[src/rtl/cnn_pkg.sv]
// Shared CNN datapath types and binary32 ordering helpers.
// Used by the argmax classifier and the max-pool stage.
package cnn_pkg;

    localparam int NUM_CLASSES = 10;
    localparam int DATA_W      = 32;
    localparam int IDX_W       = 4;

    typedef logic [DATA_W-1:0] fp32_t;

    typedef enum logic [1:0] {
        ST_IDLE = 2'd0,
        ST_SCAN = 2'd1,
        ST_DONE = 2'd2
    } argmax_state_e;

    function automatic logic fp32_is_nan(input fp32_t x);
        return (x[30:23] == 8'hFF) && (x[22:0] != 23'd0);
    endfunction

    // Monotonic unsigned key: positives above negatives, negatives bit-inverted.
    function automatic logic [DATA_W-1:0] fp32_order_key(input fp32_t x);
        fp32_t v;
        v = (x == 32'h8000_0000) ? 32'h0000_0000 : x;
        return v[31] ? ~v : {1'b1, v[30:0]};
    endfunction

endpackage

[src/rtl/argmax_classifier_if.sv]
// Score-in / class-out bus of the argmax classifier.
// ARGMAX_SCORE_OUT_EN adds the max_score return field.
interface argmax_classifier_if;
    import cnn_pkg::*;

    logic             input_valid;
    fp32_t            d_in [NUM_CLASSES-1:0];
    logic             busy;
    logic             output_valid;
    logic [IDX_W-1:0] class_out;
`ifdef ARGMAX_SCORE_OUT_EN
    fp32_t            max_score;

    modport master (output input_valid, d_in,
                    input  busy, output_valid, class_out, max_score);
    modport slave  (input  input_valid, d_in,
                    output busy, output_valid, class_out, max_score);
`else
    modport master (output input_valid, d_in,
                    input  busy, output_valid, class_out);
    modport slave  (input  input_valid, d_in,
                    output busy, output_valid, class_out);
`endif
endinterface

[src/rtl/fp32_greater.sv]
// Combinational binary32 a > b; a NaN never wins, any number beats a NaN b.
module fp32_greater
    import cnn_pkg::*;
(
    input  fp32_t a_i,
    input  fp32_t b_i,
    output logic  gt_o
);
    always_comb begin
        gt_o = !fp32_is_nan(a_i) &&
               (fp32_is_nan(b_i) || (fp32_order_key(a_i) > fp32_order_key(b_i)));
    end
endmodule

[src/rtl/argmax_classifier.sv]
// Sequential argmax over NUM_CLASSES binary32 scores, one compare per cycle.
// Optional ARGMAX_SCORE_OUT_EN also returns the winning score.
module argmax_classifier
    import cnn_pkg::*;
(
    input  logic                clk,
    input  logic                rst,
    argmax_classifier_if.slave  bus
);
    argmax_state_e    state_q, state_d;
    fp32_t            bank_q [NUM_CLASSES-1:0];
    fp32_t            best_val_q, best_val_d;
    logic [IDX_W-1:0] best_idx_q, best_idx_d;
    logic [IDX_W-1:0] scan_idx_q, scan_idx_d;
    logic [IDX_W-1:0] class_q;
    logic             out_vld_q;
    logic             busy, done, capture, last_cmp, cand_gt;
    fp32_t            cand;

    assign capture  = bus.input_valid && (state_q != ST_SCAN);
    assign cand     = bank_q[scan_idx_q];
    assign last_cmp = (scan_idx_q == IDX_W'(NUM_CLASSES - 1));

    fp32_greater u_gt (
        .a_i  (cand),
        .b_i  (best_val_q),
        .gt_o (cand_gt)
    );

    always_ff @(posedge clk) begin
        if (rst) state_q <= ST_IDLE;
        else     state_q <= state_d;
    end

    always_comb begin
        state_d = state_q;
        case (state_q)
            ST_IDLE: if (bus.input_valid) state_d = ST_SCAN;
            ST_SCAN: if (last_cmp)        state_d = ST_DONE;
            ST_DONE: state_d = bus.input_valid ? ST_SCAN : ST_IDLE;
            default: state_d = ST_IDLE;
        endcase
    end

    always_comb begin
        busy = (state_q == ST_SCAN);
        done = (state_q == ST_DONE);
    end

    always_comb begin
        best_val_d = best_val_q;
        best_idx_d = best_idx_q;
        scan_idx_d = scan_idx_q;
        if (capture) begin
            best_val_d = bus.d_in[0];
            best_idx_d = '0;
            scan_idx_d = IDX_W'(1);
        end else if (busy) begin
            if (cand_gt) begin
                best_val_d = cand;
                best_idx_d = scan_idx_q;
            end
            // Park on the last index so the bank read never leaves range.
            if (!last_cmp) scan_idx_d = scan_idx_q + 1'b1;
        end
    end

    always_ff @(posedge clk) begin
        if (rst) begin
            best_val_q <= '0;
            best_idx_q <= '0;
            scan_idx_q <= '0;
            class_q    <= '0;
            out_vld_q  <= 1'b0;
            for (int i = 0; i < NUM_CLASSES; i++) bank_q[i] <= '0;
        end else begin
            best_val_q <= best_val_d;
            best_idx_q <= best_idx_d;
            scan_idx_q <= scan_idx_d;
            out_vld_q  <= done;
            if (done) class_q <= best_idx_q;
            if (capture) begin
                for (int i = 0; i < NUM_CLASSES; i++) bank_q[i] <= bus.d_in[i];
            end
        end
    end

    assign bus.busy         = busy;
    assign bus.output_valid = out_vld_q;
    assign bus.class_out    = class_q;

`ifdef ARGMAX_SCORE_OUT_EN
    fp32_t score_q;

    always_ff @(posedge clk) begin
        if (rst)       score_q <= '0;
        else if (done) score_q <= best_val_q;
    end

    assign bus.max_score = score_q;
`endif
endmodule

[src/flat_wrapper.sv]
// flat-port wrapper written by rule: the top's interface ports become plain ports
module argmax_classifier_flat import cnn_pkg::*;
  (clk, rst, bus_input_valid, bus_d_in, bus_busy, bus_output_valid, bus_class_out);
  argmax_classifier_if bus_i ();
  input  logic clk;
  input  logic rst;
  input wire logic [$bits(bus_i.input_valid)-1:0] bus_input_valid;
  input wire logic [$bits(bus_i.d_in)-1:0] bus_d_in;
  output wire logic [$bits(bus_i.busy)-1:0] bus_busy;
  output wire logic [$bits(bus_i.output_valid)-1:0] bus_output_valid;
  output wire logic [$bits(bus_i.class_out)-1:0] bus_class_out;
  assign bus_i.input_valid = bus_input_valid;
  assign bus_i.d_in = {>>{bus_d_in}};
  assign bus_busy = bus_i.busy;
  assign bus_output_valid = bus_i.output_valid;
  assign bus_class_out = bus_i.class_out;
  argmax_classifier u_core (.clk(clk), .rst(rst), .bus(bus_i));
endmodule
[config.mk]
export PLATFORM = sky130hd
export DESIGN_NAME = argmax_classifier_flat
export DESIGN_NICKNAME = d
export VERILOG_FILES = /design/src/rtl/cnn_pkg.sv /design/src/rtl/argmax_classifier_if.sv /design/src/rtl/fp32_greater.sv /design/src/rtl/argmax_classifier.sv /design/src/flat_wrapper.sv
export SDC_FILE = /design/constraint.sdc
export NUM_CORES = 1
export LEC_CHECK = 0
export ABC_AREA = 1
export CAP_MARGIN = 20
export CORE_UTILIZATION = 38
export CTS_BUF_LIST = sky130_fd_sc_hd__clkbuf_4
export CTS_CLUSTER_DIAMETER = 30
export DETAILED_ROUTE_END_ITERATION = 16
export GPL_ROUTABILITY_DRIVEN = 0
export SYNTH_ARGS = -nofsm -noshare
export SYNTH_HDL_FRONTEND = slang
export SYNTH_HIERARCHICAL = 1
export SYNTH_SLANG_ARGS = --single-unit
[constraint.sdc]
create_clock -name clk -period 11.2 [get_ports clk]
set_input_delay 3.36 -clock clk [delete_from_list [all_inputs] [get_ports clk]]
set_output_delay 3.36 -clock clk [all_outputs]
set_load 0.005 [all_outputs]
# Word level (Yosys, flattened, before mapping)
# Memories as Yosys holds them, arrays and structs flattened.
# Index checks and enable logic that the tools add are counted.
word_totals:
  regBits: 47
  ramBits: 320
  output_inout_bits: 6
  memories: 1
classes:
  add_sub_neg: 1
  magnitude_cmp: 1
  eq_ne: 11
  mux: 29
  bitwise_logic: 13
  n_reduce_logical: 17
memory_table:
  columns: ["memory", "depth", "word_bits", "rd", "rd_ports_with_merged_regs", "write_ports", "line_no", "rtl"]
  rows:
  - ["u_core.bank_q", 10, 32, 1, 0, 10, "argmax_classifier.sv:11", "fp32_t bank_q [NUM_CLASSES-1:0];"]
op_table:
  columns: ["operator", "n"]
  rows:
  - ["two-way mux 32 bit", 17]
  - ["== test 32 bit, second input constant", 2]
  - ["NOT 32 bit", 2]
  - ["nonzero test 23 bit", 2]
  - ["greater-than comparator 32 bit", 1]
  - ["== test 8 bit, second input constant", 2]
  - ["bitwise OR 1 bit", 10]
  - ["AND reduction 2 bit", 5]
  - ["two-way mux 1 bit", 9]
  - ["inequality test 2 x 1 -> 1 bit, second input constant", 3]
  - ["case mux 2 bit (3 select lines)", 1]
  - ["adder 4 x 1 -> 4 bit, second input constant", 1]
  - ["== test 4 bit, second input constant", 1]
  - ["logical AND 1 bit", 4]
  - ["two-way mux 2 bit", 2]
  - ["nonzero test 2 bit", 2]
  - ["== test 2 x 1 -> 1 bit, second input constant", 1]
  - ["== test 2 bit, second input constant", 1]
  - ["logical NOT 2 bit", 1]
  - ["inequality test 2 bit, second input constant", 1]
  - ["OR reduction 2 bit", 1]
  - ["logical NOT 1 bit", 1]
  - ["logical OR 1 bit", 1]
  - ["NOT 1 bit", 1]

# Depth between registers and ports, before layout
# Gate-level depths: netlist of run 1.
# An unclocked memory read counts as a cell.
logic_depth:
  depth_word: 11
  ltp_mapped: 40
  depth_no_buf: 34

# Cells and area by module
# The synthesis of run 1 kept the hierarchy.
modules_own_cells:
  columns: ["module", "instances", "cells_per_inst", "area_each_um2", "seq_area_each_um2"]
  rows:
  - ["argmax_classifier", 1, 1977, 17345.4, 10550.1]
  - ["fp32_greater", 1, 298, 1722.9, 0.0]

# Worst setup path after synthesis of run 1
# OpenSTA, ideal clock, no wires.
synth_timing:
  path_type: "in2reg"
  startpoint: "in rst"
  endpoint: "mem u_core/bank_q[0][0] in the netlist's numbering (enable)"
  setup_ns: 2.435
  t_arrival_ns: 8.884
  required_time_ns: 8.765
  slack_ns: -0.118
  path_stages: 3
  n_path_buf: 1
  cell_sequence: "clkbuf_1 > clkinv_1 > nand2_1"
synth_lines:
  columns: ["item", "line_no", "rtl"]
  rows:
  - ["from (decl)", "flat_wrapper.sv:6", "input logic rst;"]
  - ["to (decl)", "argmax_classifier.sv:11", null]

# Worst setup path after layout of run 1
layout_timing:
  startpoint: "reg u_core.scan_idx_q[0]"
  endpoint: "reg u_core.best_val_q[2]"
layout_via:
  elab_chain_cells: 10
layout_lines:
  columns: ["item", "line_no", "rtl"]
  rows:
  - ["from (decl)", "argmax_classifier.sv:14", "logic [IDX_W-1:0] scan_idx_q, scan_idx_d;"]
  - ["from (signal assigned)", "argmax_classifier.sv:79", "scan_idx_q <= scan_idx_d;"]
  - ["memory read (10 x 32 bit) *", null, null]
  - ["named net u_core.cand[10]", "argmax_classifier.sv:18", "fp32_t cand;"]
  - ["== test 32 bit", "cnn_pkg.sv:24", "v = (x == 32'h8000_0000) ? 32'h0000_0000 : x;"]
  - ["two-way mux 32 bit", "cnn_pkg.sv:24", null]
  - ["NOT 32 bit", "cnn_pkg.sv:25", "return v[31] ? ~v : {1'b1, v[30:0]};"]
  - ["two-way mux 32 bit", "cnn_pkg.sv:25", null]
  - ["greater-than comparator 32 bit", "fp32_greater.sv:11", "(fp32_is_nan(b_i) || (fp32_order_key(a_i) > fp32_order_key(b_i)));"]
  - ["logical OR 1 bit", "fp32_greater.sv:11", null]
  - ["logical AND 1 bit *", "fp32_greater.sv:10", "gt_o = !fp32_is_nan(a_i) &&"]
  - ["named net u_core.cand_gt", "argmax_classifier.sv:17", "logic busy, done, capture, last_cmp, cand_gt;"]
  - ["nonzero test 2 bit (no line) *", null, null]
  - ["AND reduction 2 bit (no line) *", null, null]
  - ["to (signal assigned)", "argmax_classifier.sv:77", "best_val_q <= best_val_d;"]
  - ["to (decl)", "argmax_classifier.sv:12", "fp32_t best_val_q, best_val_d;"]
# Mark *: on every way through the listed nets, which the timed path passes. The rest lies on a longest branch. The select of a mux whose other input is x is not followed.
# A chain may end at the register's enable or synchronous reset.

==> results of run 1 <==
[layer usage]
| layer | part of all wire | track usage |
|---|---|---|
| met5 | 0 | 0 |
| met4 | 0.017 | 0.0695 |
| met3 | 0.066 | 0.0440 |
| met2 | 0.50 | 0.383 |
| met1 | 0.42 | 0.276 |
[flip-flops by register name, indices dropped and copies added, names as in the netlist]
register                 flops
u_core/scan_idx_q            4
u_core/bank_q              320
u_core/bus.class_out         4
u_core/best_val_q           32
u_core/state_q               2
u_core/bus.output_valid      1
u_core/best_idx_q            4
[cell type report]
cell class | count | area (um2) | area share
Multi-Input combinational cell | 1376 | 6340 | 0.263
Antenna cell | 1 | 2.50 | 0.000104
Inverter | 414 | 1560 | 0.0646
Timing Repair Buffer | 344 | 3460 | 0.143
Tap cell | 664 | 831 | 0.0344
Clock buffer | 147 | 1100 | 0.0457
Clock inverter | 44 | 277 | 0.0115
Sequential cell | 367 | 10600 | 0.438
[report_power, final]
group	switching, W	total [W]	internal, W
sequential	0.0000450	0.00166	0.00162
clock	0.000582	0.00126	0.000679
combinational	0.000488	0.000811	0.000323
[worst register-to-register path, delay by kind of cell (launching register included)]
kind	cells	cell delay, ps
simple gates	20	3160
buf+inv	6	2040
compound gates	4	760
flops	1	360
fa+ha+maj	1	300
xor+xnor	1	110
[stage by stage]
stage          cell area [um2]   util  hold WS, ps  std cells
6_report                 24100  0.490          481       3357
5_1_grt                  24100  0.490          496       3357
3_3_place_gp             22700  0.461          460       3163
3_5_place_dp             22700  0.462          463       3165
4_1_cts                  24100  0.490          477       3356
2_1_floorplan            19100      -          431       2275
[logic make-up after synthesis]
| logic type | synth area share |
|---|---|
| AOI/OAI and AO/OA | 0.0706 |
| buffers and inverters | 0.116 |
| xor gates and xnor gates | 0.0179 |
| and+or+nand+nor | 0.221 |
| adders and majority gates | 0.0217 |
| DFF | 0.553 |
[cells in the mapped netlist]
master and instances:
a211oi_1 22, a211oi_2 6, a21o_1 2, a21oi_1 38, a21oi_2 1, a31oi_1 2
buf_1 9, buf_2 62, buf_4 7, buf_6 13, clkbuf_1 27, clkinv_1 2
dfxtp_1 47, edfxtp_1 320, ha_1 33, inv_1 403, inv_2 8, inv_6 1
nand2_1 173, nand2_2 1, nand2_4 1, nand3_1 151, nand4_1 6, nor2_1 718
nor2_4 1, nor3_1 4, nor4_1 3, o211ai_1 1, o21a_1 1, o21ai_0 126
o21ai_1 45, o21ai_2 1, or3b_1 1, xor2_1 39
[path summary, 6_finish.rpt]
check	from	to	cells past startpoint
setup / recovery	u_core/scan_idx_q[0]$_SDFFE_PP0P_	u_core/best_val_q[2]$_SDFFE_PP0P_	32
hold / removal	u_core/best_idx_q[2]$_SDFFE_PP0P_	u_core/best_idx_q[2]$_SDFFE_PP0P_	2
setup reg to reg	u_core/scan_idx_q[0]$_SDFFE_PP0P_	u_core/best_val_q[2]$_SDFFE_PP0P_	32
hold reg to reg	u_core/best_idx_q[2]$_SDFFE_PP0P_	u_core/best_idx_q[2]$_SDFFE_PP0P_	2
==> results.yml, run 1 <==
worst_setup_path:
  end_kind: "flip-flop"
  cp_slowest_cell: "nor2_2"
  timing.critical_path.mode_cell: "nand2_1"
  cp-start-kind: "flip-flop"
  critPathKind: "reg2reg"
  rrSetupSlack_ps: 4440
  cp_num_buf_inv: 6
  cp_max_fo: 113
  cp_top_family: "simple AND/OR/NAND/NOR gates"
  crit_required_ps: 11910
  cpPeakStageDelay_ps: 630
  cp_data_arrival_time_ps: 7470
clocking:
  cts_resized: 0
  cts_hold_buffers: 0
  clk_latency_ps: 810
  clock_path_buffers: 3
  cts_setup_buffers: 0
  htree_num_levels: 3
  cts_root_buffer: "clkbuf_4"
  cts.clk_slew.worst_paths_ps: 60
  cts.sinks: 367
  cts_made_buffers: 107
  tritoncts: "yes"
outcome:
  run_status: "finished, final reports clean"
final_layout:
  drive_gt1_frac: 0.0788
  final_cell_mix: "nor2_1 (717), inv_1 (402), clkdlybuf4s50_1 (328)"
  nets: 2966
  fillers: 4869
  area_growth_syn_to_layout_pct: 26.5
  layout_commonest_cell: "nor2_1"
sta:
  setup_violations: 0
  finalClockSkew_ps: 69.2
  rsz0062_at_grt: "false"
  fmax_ghz: 0.148
  tightest_slew_ps: 1080
  fin_ws_ps: 4440
  period_share: 0.603
  maxSlewViolCount: 0
  hold_viol_final: 0
  final.setup.tns_ps: 0
  finalCriticalPeriod_ps: 6760
  max-slew-margin-rel: 0.280
place:
  dp_hpwl_mm: 38.8
  dp_slack_ps: 4490
  port_buffers: 328
die:
  die_h_um: 226
  io_pins: 329
  coreArea_um2: 49300
  die_w_um: 226
  dieArea_um2: 51100
  start_util: 0.387
  rows: 81
routing:
  routed_wl_mm: 56.8
  drt_pass1_iterations: 6
  drt_iter0_markers: 1310
  drtAntennaViolNets: 0
  route.detailed.drc: 0
  avgRoutedWirePerCell_um: 16.9
  vias: 15900
  routed_via_density: 4.75
yosys:
  postSynthCellCount: 2275
  netlist.area_leader.share: 0.504
  synth_seq_cells: 367
  synthDistinctLibCells: 34
  synth_nets: 2631
  ys_top_cells_by_area: "edfxtp_1 (50%), nor2_1 (14%), inv_1 (7.9%)"
  syn_area_per_cell_um2: 8.38
  synth_top_area_cell: "edfxtp_1"
  synth_area_um2: 19100
  ys_warn_count: 6
  seq_area_frac_synth: 0.553
job:
  maxCapViolCount: 0
global_routing:
  grt_start_max_net_pins: 168
  grt_overflow_total: 0
  grt_pass1_wl_mm: 85.8
  antenna_found_initial: 1
  track_usage: 0.221
  grt_pass1_vias: 15800
worst_hold_path:
  hp-class: "reg2reg"
power_and_ir_drop:
  power_density_nw_per_um2: 155
  irDropWorstVdd_mv: 0.0569
  cellLeakagePower_nw: 11.1
  power.total_w: 0.00373
No activity file was read; power rests on OpenSTA's default activity.
==> run 2, diff against run 1 <==
- clock period: 11.2 -> 6.9 ns (I/O delays scaled with it)
==> results.yml, run 2 (synthesis results as in run 1) <==
outcome:
  run_status: "finished, final reports clean"
die:
  die_h_um: 226
  dieArea_um2: 51100
  die_w_um: 226
  io_pins: 329
  start_util: 0.387
  rows: 81
  coreArea_um2: 49300
sta:
  fin_hold_ws_ps: 478
  finalCriticalPeriod_ps: 5620
  fmax_ghz: 0.178
  hold_viol_final: 0
  rsz0062_at_grt: "false"
  finalClockSkew_ps: 40.3
  tightest_slew_ps: 971
  final.setup.tns_ps: 0
  period_share: 0.815
  setup_violations: 0
  maxSlewViolCount: 0
  max-slew-margin-rel: 0.353
  fin_ws_ps: 1280
worst_setup_path:
  r2r-end: "u_core/best_val_q[12]$_SDFFE_PP0P_"
  ff2ff_path_depth: 33
  critPathKind: "reg2reg"
  cp_data_arrival_time_ps: 6370
  end_kind: "flip-flop"
  cp_max_fo: 120
  cpPeakStageDelay_ps: 620
  cp-start-kind: "flip-flop"
  crit_required_ps: 7650
  cp_slowest_cell: "inv_6"
  timing.critical_path.mode_cell: "nand2_1"
  rrSetupSlack_ps: 1280
  r2r_start: "u_core/scan_idx_q[0]$_SDFFE_PP0P_"
  critical_path.startpoint: "u_core/scan_idx_q[0]$_SDFFE_PP0P_"
place:
  placed_area_um2: 22800
  dp_slack_ps: 1090
  dp_hpwl_mm: 39.1
  port_buffers: 328
global_routing:
  grt_start_max_net_pins: 181
  track_usage: 0.225
  grt_overflow_total: 0
  grt_pass1_wl_mm: 87.2
  grt_pass1_vias: 16400
  antenna_found_initial: 2
final_layout:
  area_growth_syn_to_layout_pct: 26.5
  reg_top3: "u_core/bank_q (320), u_core/best_val_q (32)"
  drive_gt1_frac: 0.0812
  regMostFlops: "u_core/bank_q"
  nets: 2972
  multi_input_area_um2: 6340
  fillers: 4825
  largest_reg_flops: 320
  layout_commonest_cell: "nor2_1"
  design_area_um2: 24100
  seq_area_um2: 10600
  final_cell_mix: "nor2_1 (717), inv_1 (402), clkdlybuf4s50_1 (328)"
job:
  maxCapViolCount: 0
power_and_ir_drop:
  power_density_nw_per_um2: 248
  irDropWorstVdd_mv: 0.0955
  cellLeakagePower_nw: 11.1
clocking:
  cts_made_buffers: 106
  cts_resized: 0
  clk_latency_ps: 840
  cts_hold_buffers: 0
  cts_setup_buffers: 0
  htree_num_levels: 3
  tritoncts: "yes"
  cts.sinks: 367
  cts.clk_slew.worst_paths_ps: 60
  cts_root_buffer: "clkbuf_4"
  clock_path_buffers: 3
routing:
  drtAntennaViolNets: 0
  avgRoutedWirePerCell_um: 16.8
  drt_iter0_markers: 1241
  vias: 16100
  routed_via_density: 4.80
  route.detailed.drc: 0
  routed_wl_mm: 56.7
  drt_pass1_iterations: 6
worst_hold_path:
  min_to: "u_core/best_idx_q[1]$_SDFFE_PP0P_"
  worst_hold_path.num_cells: 2
  min_from: "u_core/best_idx_q[1]$_SDFFE_PP0P_"
  hp-class: "reg2reg"
[run 2: changes by cell type in the layout (fill, tap and decap cells not counted), sizes merged]
cell,before,now
buf,16,23
bufinv,3,0
clkbuf,147,155
clkinv,40,33
clkinvlp,2,0
diode,1,4
inv,413,414
[run 2: metrics by stage]
| stage | power, W | cells | util |
|---|---|---|---|
| detailed placement | 0.00405 | 3171 | 0.463 |
| CTS | 0.00604 | 3359 | 0.489 |
| global placement | 0.00401 | 3171 | 0.463 |
| global route | 0.00635 | 3364 | 0.490 |
| finish | 0.00598 | 3364 | 0.490 |
| floorplan | 0.00359 | 2275 | - |
[run 2: final cells by class]
| cell class | instances | share of cell area |
|---|---|---|
| sequential | 367 | 0.438 |
| tap | 664 | 0.0344 |
| clock inverter | 33 | 0.00576 |
| timing repair buffer | 351 | 0.146 |
| clock buffer | 155 | 0.0482 |
| multi-input combinational | 1376 | 0.263 |
| inverter | 414 | 0.0646 |
| antenna | 4 | 0.000415 |
[run 2: worst max path at each step]
stage	endpoint	slack [ps]
floorplan	u_core/bank_q[0][0]$_SDFFCE_PN0P_	60
global placement	u_core/best_val_q[31]$_SDFFE_PP0P_	1230
detailed placement	u_core/best_val_q[18]$_SDFFE_PP0P_	1090
CTS	u_core/best_val_q[9]$_SDFFE_PP0P_	1060
global route	u_core/best_val_q[8]$_SDFFE_PP0P_	710
finish	u_core/best_val_q[12]$_SDFFE_PP0P_	1280
[run 2: power by group]
part / internal [W] / switching (W)
clock: 0.00103 / 0.000935
combinational: 0.000531 / 0.000794
sequential: 0.00262 / 0.0000770
[run 2: worst max-delay path: cells and delay by family, from the launching register on]
family                   cells  cell delay [ps]
buffers and inverters        6             1670
flip-flops                   1              360
AND/OR/NAND/NOR             22             2520
AO/OA/AOI/OAI                3              470
adder cells (fa/ha/maj)      1              310
XOR/XNOR                     1              160
[run 2: metal layers]
layer  vias up  global-route usage  share of wire
li1       7933                   -              -
met1      7459               0.274           0.41
met2       615               0.382           0.48
met3       134              0.0420          0.063
met4         0               0.106          0.040
met5         -                   0              0
